**config.mk**
```make
export PLATFORM = sky130hd
export DESIGN_NAME = mdl_alignp_receive
export DESIGN_NICKNAME = d
export VERILOG_FILES = /design/src/rtl/mdl_alignp_receive.sv
export SDC_FILE = /design/constraint.sdc
export NUM_CORES = 1
export LEC_CHECK = 0
export ABC_AREA = 1
export CORE_MARGIN = 2
export CORE_UTILIZATION = 48
export DETAILED_ROUTE_END_ITERATION = 10
export PLACE_DENSITY_LB_ADDON = 0.3
export SLEW_MARGIN = 30
export SYNTH_ARGS = -nofsm -noshare
export SYNTH_HDL_FRONTEND = slang
export SYNTH_SLANG_ARGS = --single-unit
```
**constraint.sdc**
```tcl
create_clock -name clk -period 3.5 [get_ports clk]
set_clock_uncertainty 0.1 [all_clocks]
set_input_delay 0.7 -clock clk [delete_from_list [all_inputs] [get_ports clk]]
set_output_delay 0.7 -clock clk [all_outputs]
set_load 0.03 [all_outputs]
```
**src/rtl/mdl_alignp_receive.sv**
```systemverilog
// ALIGNp link receiver model: samples the differential line, deserializes MSB-first,
// hunts for the ALIGNp pattern, verifies word alignment, and delivers words while locked.
module mdl_alignp_receive #(
    parameter int unsigned LOCK_CNT   = 4,
    parameter int unsigned UNLOCK_CNT = 2
) (
    input  logic        clk,
    input  logic        reset,
    input  logic        rx_en,
    input  logic        rx_p,
    input  logic        rx_n,
    input  logic [39:0] align_p,
    output logic [39:0] rx_word,
    output logic        rx_valid,
    output logic        align_det,
    output logic        locked,
    output logic        diff_err,
    output logic [15:0] align_cnt
);

    typedef enum logic [1:0] {S_HUNT, S_VERIFY, S_LOCKED} state_t;

    localparam logic [3:0] LOCK_N   = 4'(LOCK_CNT);
    localparam logic [3:0] UNLOCK_N = 4'(UNLOCK_CNT);

    state_t      state_q, state_d;
    logic [39:0] win_q, win_d;
    logic [5:0]  bit_cnt_q, bit_cnt_d;
    logic [3:0]  good_cnt_q, good_cnt_d;
    logic [3:0]  bad_cnt_q, bad_cnt_d;
    logic [39:0] rx_word_q, rx_word_d;
    logic        rx_valid_q, rx_valid_d;
    logic        align_det_q, align_det_d;
    logic        diff_err_q, diff_err_d;
    logic [15:0] align_cnt_q, align_cnt_d;

    logic        bit_smp;
    logic [39:0] next_win;
    logic        match;
    logic        boundary;

    // An invalid differential pair (both legs equal) is received as a 0.
    assign bit_smp  = (rx_p != rx_n) ? rx_p : 1'b0;
    assign next_win = {win_q[38:0], bit_smp};
    assign match    = (next_win == align_p);
    assign boundary = (bit_cnt_q == 6'd39);

    // NOTE: sequential state uses non-blocking assignments so every register
    // samples the pre-edge values of the others regardless of statement order.
    always_ff @(posedge clk or posedge reset) begin
        if (reset) begin
            state_q     <= S_HUNT;
            win_q       <= '0;
            bit_cnt_q   <= '0;
            good_cnt_q  <= '0;
            bad_cnt_q   <= '0;
            rx_word_q   <= '0;
            rx_valid_q  <= 1'b0;
            align_det_q <= 1'b0;
            diff_err_q  <= 1'b0;
            align_cnt_q <= '0;
        end else begin
            state_q     <= state_d;
            win_q       <= win_d;
            bit_cnt_q   <= bit_cnt_d;
            good_cnt_q  <= good_cnt_d;
            bad_cnt_q   <= bad_cnt_d;
            rx_word_q   <= rx_word_d;
            rx_valid_q  <= rx_valid_d;
            align_det_q <= align_det_d;
            diff_err_q  <= diff_err_d;
            align_cnt_q <= align_cnt_d;
        end
    end

    always_comb begin
        // NOTE: every combinational output gets a default first, so no path
        // through the case leaves it unassigned and no latch is inferred.
        state_d    = state_q;
        win_d      = win_q;
        bit_cnt_d  = bit_cnt_q;
        good_cnt_d = good_cnt_q;
        bad_cnt_d  = bad_cnt_q;
        if (!rx_en) begin
            state_d    = S_HUNT;
            win_d      = '0;
            bit_cnt_d  = '0;
            good_cnt_d = '0;
            bad_cnt_d  = '0;
        end else begin
            win_d     = next_win;
            bit_cnt_d = boundary ? 6'd0 : bit_cnt_q + 6'd1;
            unique case (state_q)
                S_HUNT: begin
                    // A hunt match marks the last bit of a word, so the next sample is bit 0.
                    bit_cnt_d = '0;
                    if (match) begin
                        good_cnt_d = 4'd1;
                        bad_cnt_d  = '0;
                        state_d    = (LOCK_N == 4'd1) ? S_LOCKED : S_VERIFY;
                    end
                end
                S_VERIFY: begin
                    if (boundary) begin
                        if (match) begin
                            good_cnt_d = good_cnt_q + 4'd1;
                            if (good_cnt_q + 4'd1 == LOCK_N) begin
                                state_d   = S_LOCKED;
                                bad_cnt_d = '0;
                            end
                        end else begin
                            state_d    = S_HUNT;
                            good_cnt_d = '0;
                        end
                    end
                end
                S_LOCKED: begin
                    if (boundary) begin
                        if (match) begin
                            bad_cnt_d = '0;
                        end else if (bad_cnt_q + 4'd1 == UNLOCK_N) begin
                            state_d    = S_HUNT;
                            good_cnt_d = '0;
                            bad_cnt_d  = '0;
                        end else begin
                            bad_cnt_d = bad_cnt_q + 4'd1;
                        end
                    end
                end
                default: state_d = S_HUNT;
            endcase
        end
    end

    always_comb begin
        rx_word_d   = rx_word_q;
        align_cnt_d = align_cnt_q;
        rx_valid_d  = 1'b0;
        align_det_d = 1'b0;
        diff_err_d  = 1'b0;
        if (rx_en) begin
            diff_err_d = (rx_p == rx_n);
            unique case (state_q)
                S_HUNT:   align_det_d = match;
                S_VERIFY: align_det_d = boundary && match;
                S_LOCKED: begin
                    if (boundary) begin
                        rx_valid_d = 1'b1;
                        rx_word_d  = next_win;
                        if (match) begin
                            align_det_d = 1'b1;
                            if (align_cnt_q != 16'hFFFF)
                                align_cnt_d = align_cnt_q + 16'd1;
                        end
                    end
                end
                default: align_det_d = 1'b0;
            endcase
        end
    end

    assign rx_word   = rx_word_q;
    assign rx_valid  = rx_valid_q;
    assign align_det = align_det_q;
    assign locked    = (state_q == S_LOCKED);
    assign diff_err  = diff_err_q;
    assign align_cnt = align_cnt_q;

endmodule

```
==> results.py, run 1 <==
metrics = {
    "route": {
        "dr.max_layer_used": "met4",
        "wl_per_cell_um": 13.27,
        "drt_wl_total_mm": 13.22,
        "wl_met3_um": 649,
        "drc": 0,
        "first_pass_iters": 4,
        "vias": 4824,
        "drt_iter0_drc": 254,
        "drt-met1-wl_mm": 5.774,
        "viasPerCell": 4.843,
        "wl_met2_mm": 6.482,
        "ant_nets": 0,
    },
    "hold_path": {
        "hold_path.startpoint": "bit_cnt_q[3]",
        "hold_class": "flip-flop to flip-flop",
        "whs_path_depth": 1,
        "hold_end": "bit_cnt_q[4]",
    },
    "global_routing": {
        "grt_pass1_wl_mm": 22.64,
        "grt_max_degree": 58,
        "overflow": 0,
        "antenna_found_initial": 0,
        "grt_pass1_vias": 4903,
        "grt_usage": 0.2226,
    },
    "worst_setup_path": {
        "r2r-start": "state_q[0]",
        "cp.arrival_ns": 1.83,
        "cp-end-kind": "primary output",
        "r2r_slack_ns": 1.11,
        "rr_worst_depth": 10,
        "startpoint_type": "flip-flop",
        "r2r-end": "align_cnt[3]",
        "worst-setup-path-type": "flip-flop to primary output",
        "cp_max_fo": 4,
        "cp.required_ns": 2.70,
    },
    "clock_network": {
        "clock_latency_ns": 0.41,
        "cts_hold_buf": 0,
        "numCtsBuffers": 17,
        "cts_tree": "built",
        "h-tree-depth": 4,
        "post_cts_resized": 0,
        "clock_sinks": 114,
        "clkTransAtPathRegs_ns": 0.05,
        "clk_path_buf_depth": 2,
        "post_cts_buffers": 0,
        "root_buffer": "clkbuf_16",
    },
    "finish": {
        "utilization": 0.6440,
        "nFillCells": 1005,
        "layout_common_cells": "nand2_1 (246), inv_1 (114), dfrtp_1 (114)",
        "final_common_cell": "nand2_1",
        "stdcell_count": 996,
        "drive_gt1_frac": 0.1166,
        "fin_nets": 892,
        "area_growth_pct": 31.56,
        "n_antenna_cell": 0,
    },
    "logic_synthesis": {
        "syn_avg_cell_area_um2": 8.133,
        "synth.area.top_cells": "dfrtp_1 (49%), nand2_1 (16%), inv_1 (7.4%)",
        "yosysTopAreaCell": "dfrtp_1",
        "synth_nets": 776,
        "yosys_warnings": 0,
        "seq_area_frac_synth": 0.4872,
        "netlist_instances": 720,
        "syn_area_mm2": 0.005856,
        "synth.ff_latch_count": 114,
        "ys_types": 35,
        "synthDominantCellAreaShare": 0.4872,
    },
    "placed_design": {
        "dp.cells": 964,
        "detailedPlace.worstSlack_ns": 0.5778,
        "portBuffers": 104,
        "gp_congestion": 0.8711,
        "post-dp-hpwl_mm": 9.599,
    },
    "pwr": {
        "powerDensity_mw_per_mm2": 448.1,
        "power_leakage_nw": 4.047,
        "totalPowerFinal_mw": 3.452,
        "ir_worst_vdd_uv": 290.3,
    },
    "floorplan": {
        "rows": 40,
        "pin_count": 105,
        "dieArea_mm2": 0.01310,
        "coreArea_mm2": 0.01196,
        "die_w_um": 114.5,
        "initial_utilization": 0.4895,
        "die_y_um": 114.5,
    },
    "sta": {
        "rsz0062_at_grt": "false",
        "maxSlewViolCount": 0,
        "maxSlewHeadroom": 0.5564,
        "setup_viol": 0,
        "fmax_ghz": 0.3795,
        "period_needed_ns": 2.635,
        "worst_pin_slew_ns": 0.6640,
        "finalSetupTns_ns": 0,
        "fin_ws_ns": 0.8652,
        "hold_viol": 0,
        "post-route-period-util": 0.7528,
    },
    "run_status": {
        "status": "completed",
    },
    "run": {
        "cap_violations": 0,
    },
}
where the power goes:
part	switching (mW)	internal (mW)
Combinational	0.179	0.114
Clock	0.584	1.22
Sequential	0.0165	1.34
Total	0.780	2.67
worst max-delay path: stages (launching register included):
cell             delay [ns]
dfrtp_1                0.41
inv_1                  0.11
ha_1                   0.22
clkdlybuf4s50_1        0.69
worst max-delay path by stage:
stage                     slack (ns)            to        from  depth (start not counted)
final                           0.87        locked  state_q[0]                          3
after global routing            0.77        locked  state_q[0]                          3
after CTS                       0.85        locked  state_q[0]                          3
after detailed placement        0.58  align_cnt[3]        rx_n                         13
after global placement          0.62  align_cnt[3]        rx_n                         13
after floorplan                 1.21  align_cnt[5]        rx_n                         13
cell type report:
class | instances | area [µm²] | share of cell area
inverters | 142 | 539.3 | 0.07000
well taps | 147 | 183.9 | 0.02388
clock inverters | 10 | 156.4 | 0.02030
clock buffers | 22 | 464.2 | 0.06026
repair buffers | 109 | 1086 | 0.1410
multi-input cells | 452 | 2421 | 0.3143
flip-flops and latches | 114 | 2853 | 0.3703
metal layers:
layer,track usage,up-vias
met5,0,-
met4,0.1024,0
met3,0.05453,21
met2,0.3653,123
met1,0.2780,2282
li1,-,2398
cells in the mapped netlist:
master,n
nor3_1,7
nor2_8,2
nor4_1,3
buf_2,5
nand4_4,1
nor2_1,42
inv_1,115
nand2_1,246
clkinv_1,5
a21boi_2,1
xor2_1,13
clkbuf_1,3
a21oi_4,1
nand2_2,5
o21ai_1,4
o21ai_0,12
nand3_2,2
ha_1,11
a31oi_1,1
nor3b_1,2
nand3_1,15
nor2_4,4
nand3b_1,3
nand2_4,1
inv_4,1
inv_2,21
nand4_1,7
buf_1,4
mux2_2,13
nor2_2,9
nand3_4,2
dfrtp_1,114
o21a_1,27
a21oi_1,2
xnor2_1,16
cells by family after synthesis:
family / count (synthesis) / synth area share
fa+ha+maj: 11 / 0.02350
mux: 13 / 0.02500
compound gates: 48 / 0.05577
flops: 114 / 0.4872
buf+inv: 154 / 0.1002
simple gates: 351 / 0.2650
xor+xnor: 29 / 0.04338
stage by stage:
step	instance area (µm²)	hold slack, ns
after floorplan	5859	0.3233
after global placement	7083	0.3315
after detailed placement	7083	0.3618
after CTS	7704	0.3629
after global routing	7704	0.3715
final	7704	0.3569
flip-flops by register name, indices dropped and copies added (netlist names):
| signal | cells |
|---|---|
| rx_word | 40 |
| win_q | 39 |
| align_cnt | 16 |
| bit_cnt_q | 6 |
| bad_cnt_q | 4 |
| good_cnt_q | 4 |
| state_q | 2 |
| align_det | 1 |
| diff_err | 1 |
| rx_valid | 1 |
Power figures use the tool's default switching activity.
==> inputs of run 2 (changes only) <==
- clock period: 3.5 -> 2.3 ns (I/O delays scaled with it)
==> run 2 against run 1 <==
- register-to-register slack got worse by 0.85 ns
- die area unchanged
- sequential share of layout area shrank 0.35 points
- largest cell class unchanged
- largest power group unchanged
==> results.py, run 2 (synthesized netlist as in run 1, its figures left out) <==
metrics = {
    "run_status": {
        "status": "completed",
    },
    "sta": {
        "setup_viol": 0,
        "finalSetupTns_ns": 0,
        "period_needed_ns": 2.174,
        "maxSlewHeadroom": 0.6070,
        "maxSlewViolCount": 0,
        "post-route-period-util": 0.9451,
        "rsz0062_at_grt": "false",
        "hold_viol": 0,
        "worst_pin_slew_ns": 0.5895,
        "fmax_ghz": 0.4600,
    },
    "global_routing": {
        "grt_pass1_wl_mm": 21.83,
        "overflow": 0,
        "grt_pass1_vias": 4619,
        "antenna_found_initial": 0,
        "grt_usage": 0.2166,
        "grt_max_degree": 115,
    },
    "placed_design": {
        "dp.cells": 968,
        "gp_congestion": 0.8468,
        "post-dp-hpwl_mm": 9.359,
        "portBuffers": 104,
    },
    "clock_network": {
        "h-tree-depth": 4,
        "clkTransAtPathRegs_ns": 0.06,
        "cts_tree": "built",
        "clock_sinks": 114,
        "cts_hold_buf": 0,
        "clock_latency_ns": 0.42,
        "post_cts_buffers": 0,
        "numCtsBuffers": 17,
        "root_buffer": "clkbuf_16",
        "clk_path_buf_depth": 2,
    },
    "floorplan": {
        "dieArea_mm2": 0.01310,
        "coreArea_mm2": 0.01196,
        "pin_count": 105,
        "die_y_um": 114.5,
        "die_w_um": 114.5,
        "initial_utilization": 0.4895,
        "rows": 40,
    },
    "pwr": {
        "ir_worst_vdd_uv": 544.3,
        "powerDensity_mw_per_mm2": 684.4,
        "totalPowerFinal_mw": 5.323,
        "power_leakage_nw": 4.072,
    },
    "route": {
        "wl_per_cell_um": 13.22,
        "drt_wl_total_mm": 13.22,
        "viasPerCell": 4.822,
        "ant_nets": 0,
        "drc": 0,
        "vias": 4822,
        "drt_iter0_drc": 395,
        "first_pass_iters": 4,
    },
    "worst_setup_path": {
        "critical-path-top-delay-family": "buffers and inverters",
        "path_cells": "inv_1, ha_1, dlygate4sd2_1",
        "critPathBufInv": 2,
        "slowest_stage": "dfrtp_1",
        "cp-end-kind": "primary output",
        "cp_max_fo": 4,
        "cp.arrival_ns": 1.61,
        "worst-setup-path-type": "flip-flop to primary output",
        "startpoint_type": "flip-flop",
        "cpPeakStageDelay_ns": 0.42,
        "cp.required_ns": 1.74,
    },
    "finish": {
        "nFillCells": 1013,
        "stdcell_count": 1000,
        "multi_input_area_mm2": 0.002439,
        "utilization": 0.6502,
        "n_antenna_cell": 0,
        "drive_gt1_frac": 0.1266,
        "layout_common_cells": "nand2_1 (246), dfrtp_1 (114), inv_1 (113)",
        "area_growth_pct": 32.82,
        "final_common_cell": "nand2_1",
        "regArea_mm2": 0.002853,
        "fin_nets": 896,
        "largest_reg_flops": 40,
    },
    "run": {
        "cap_violations": 0,
    },
    "hold_path": {
        "hold_class": "input port to flip-flop",
    },
}
run 2: cell types whose count changed in the layout (fill, tap and decap cells not counted), moves of 2 or more:
cell / previous run / this run
buf_4: 4 / 7
inv_6: 0 / 2
clkbuf_8: 2 / 0
clkinv_2: 4 / 1
clkinvlp_4: 2 / 5
clkbuf_1: 3 / 0
clkinv_4: 1 / 4
clkdlybuf4s50_1: 103 / 101
run 2: cell type report:
| cell class | instances | share of cell area |
|---|---|---|
| Clock buffer | 17 | 0.05470 |
| Clock inverter | 15 | 0.02671 |
| Inverter | 142 | 0.06934 |
| Multi-Input combinational cell | 452 | 0.3135 |
| Sequential cell | 114 | 0.3668 |
| Tap cell | 147 | 0.02365 |
| Timing Repair Buffer | 113 | 0.1453 |
run 2: repair_timing:
action / in CTS / in global routing
hold endpoints to repair: 0 / 0
setup endpoints to repair: 1 / 22
resized for setup: 1 / 5
pin swaps: 0 / 6
run 2: worst min-delay path, stage by stage:
cell and delay, ns:
buf_2 0.13, nand2_1 0.10, nor3_1 0.06
run 2: per-stage QoR:
| step | hold slack (ns) | area [µm²] | setup slack, ns |
|---|---|---|---|
| after CTS | 0.2606 | 7757 | 0.04694 |
| after global placement | 0.3304 | 7126 | -0.3271 |
| after global routing | 0.2891 | 7777 | 0.002776 |
| after floorplan | 0.3233 | 5859 | 0.1512 |
| final | 0.2703 | 7777 | 0.1262 |
| after detailed placement | 0.3477 | 7126 | -0.3591 |
run 2: worst paths after layout:
| kind | cells past startpoint | from | slack (ns) | endpoint |
|---|---|---|---|---|
| worst max-delay path | 3 | state_q[0] | 0.13 | locked |
| worst min-delay path | 3 | rx_en | 0.27 | bit_cnt_q[2] |
| worst max register to register | 9 | state_q[0] | 0.26 | align_cnt[3] |
| worst min register to register | 1 | bit_cnt_q[3] | 0.35 | bit_cnt_q[4] |
| max in group asynchronous | 3 | reset | 1.20 | bit_cnt_q[2] |
| min in group asynchronous | 3 | reset | 0.47 | rx_word[8] |
run 2: routing by layer:
layer	vias to the layer above	global-route usage	wire (µm)
met5	-	0	0
met4	0	0.08049	212
met3	19	0.05717	829
met2	129	0.3594	6373
met1	2267	0.2727	5803
li1	2407	-	-
run 2: report_power, final:
part	switching, mW	internal [mW]	leakage [nW]
Sequential	0.0260	2.03	1.57
Combinational	0.271	0.178	2.21
Clock	0.998	1.82	0.296
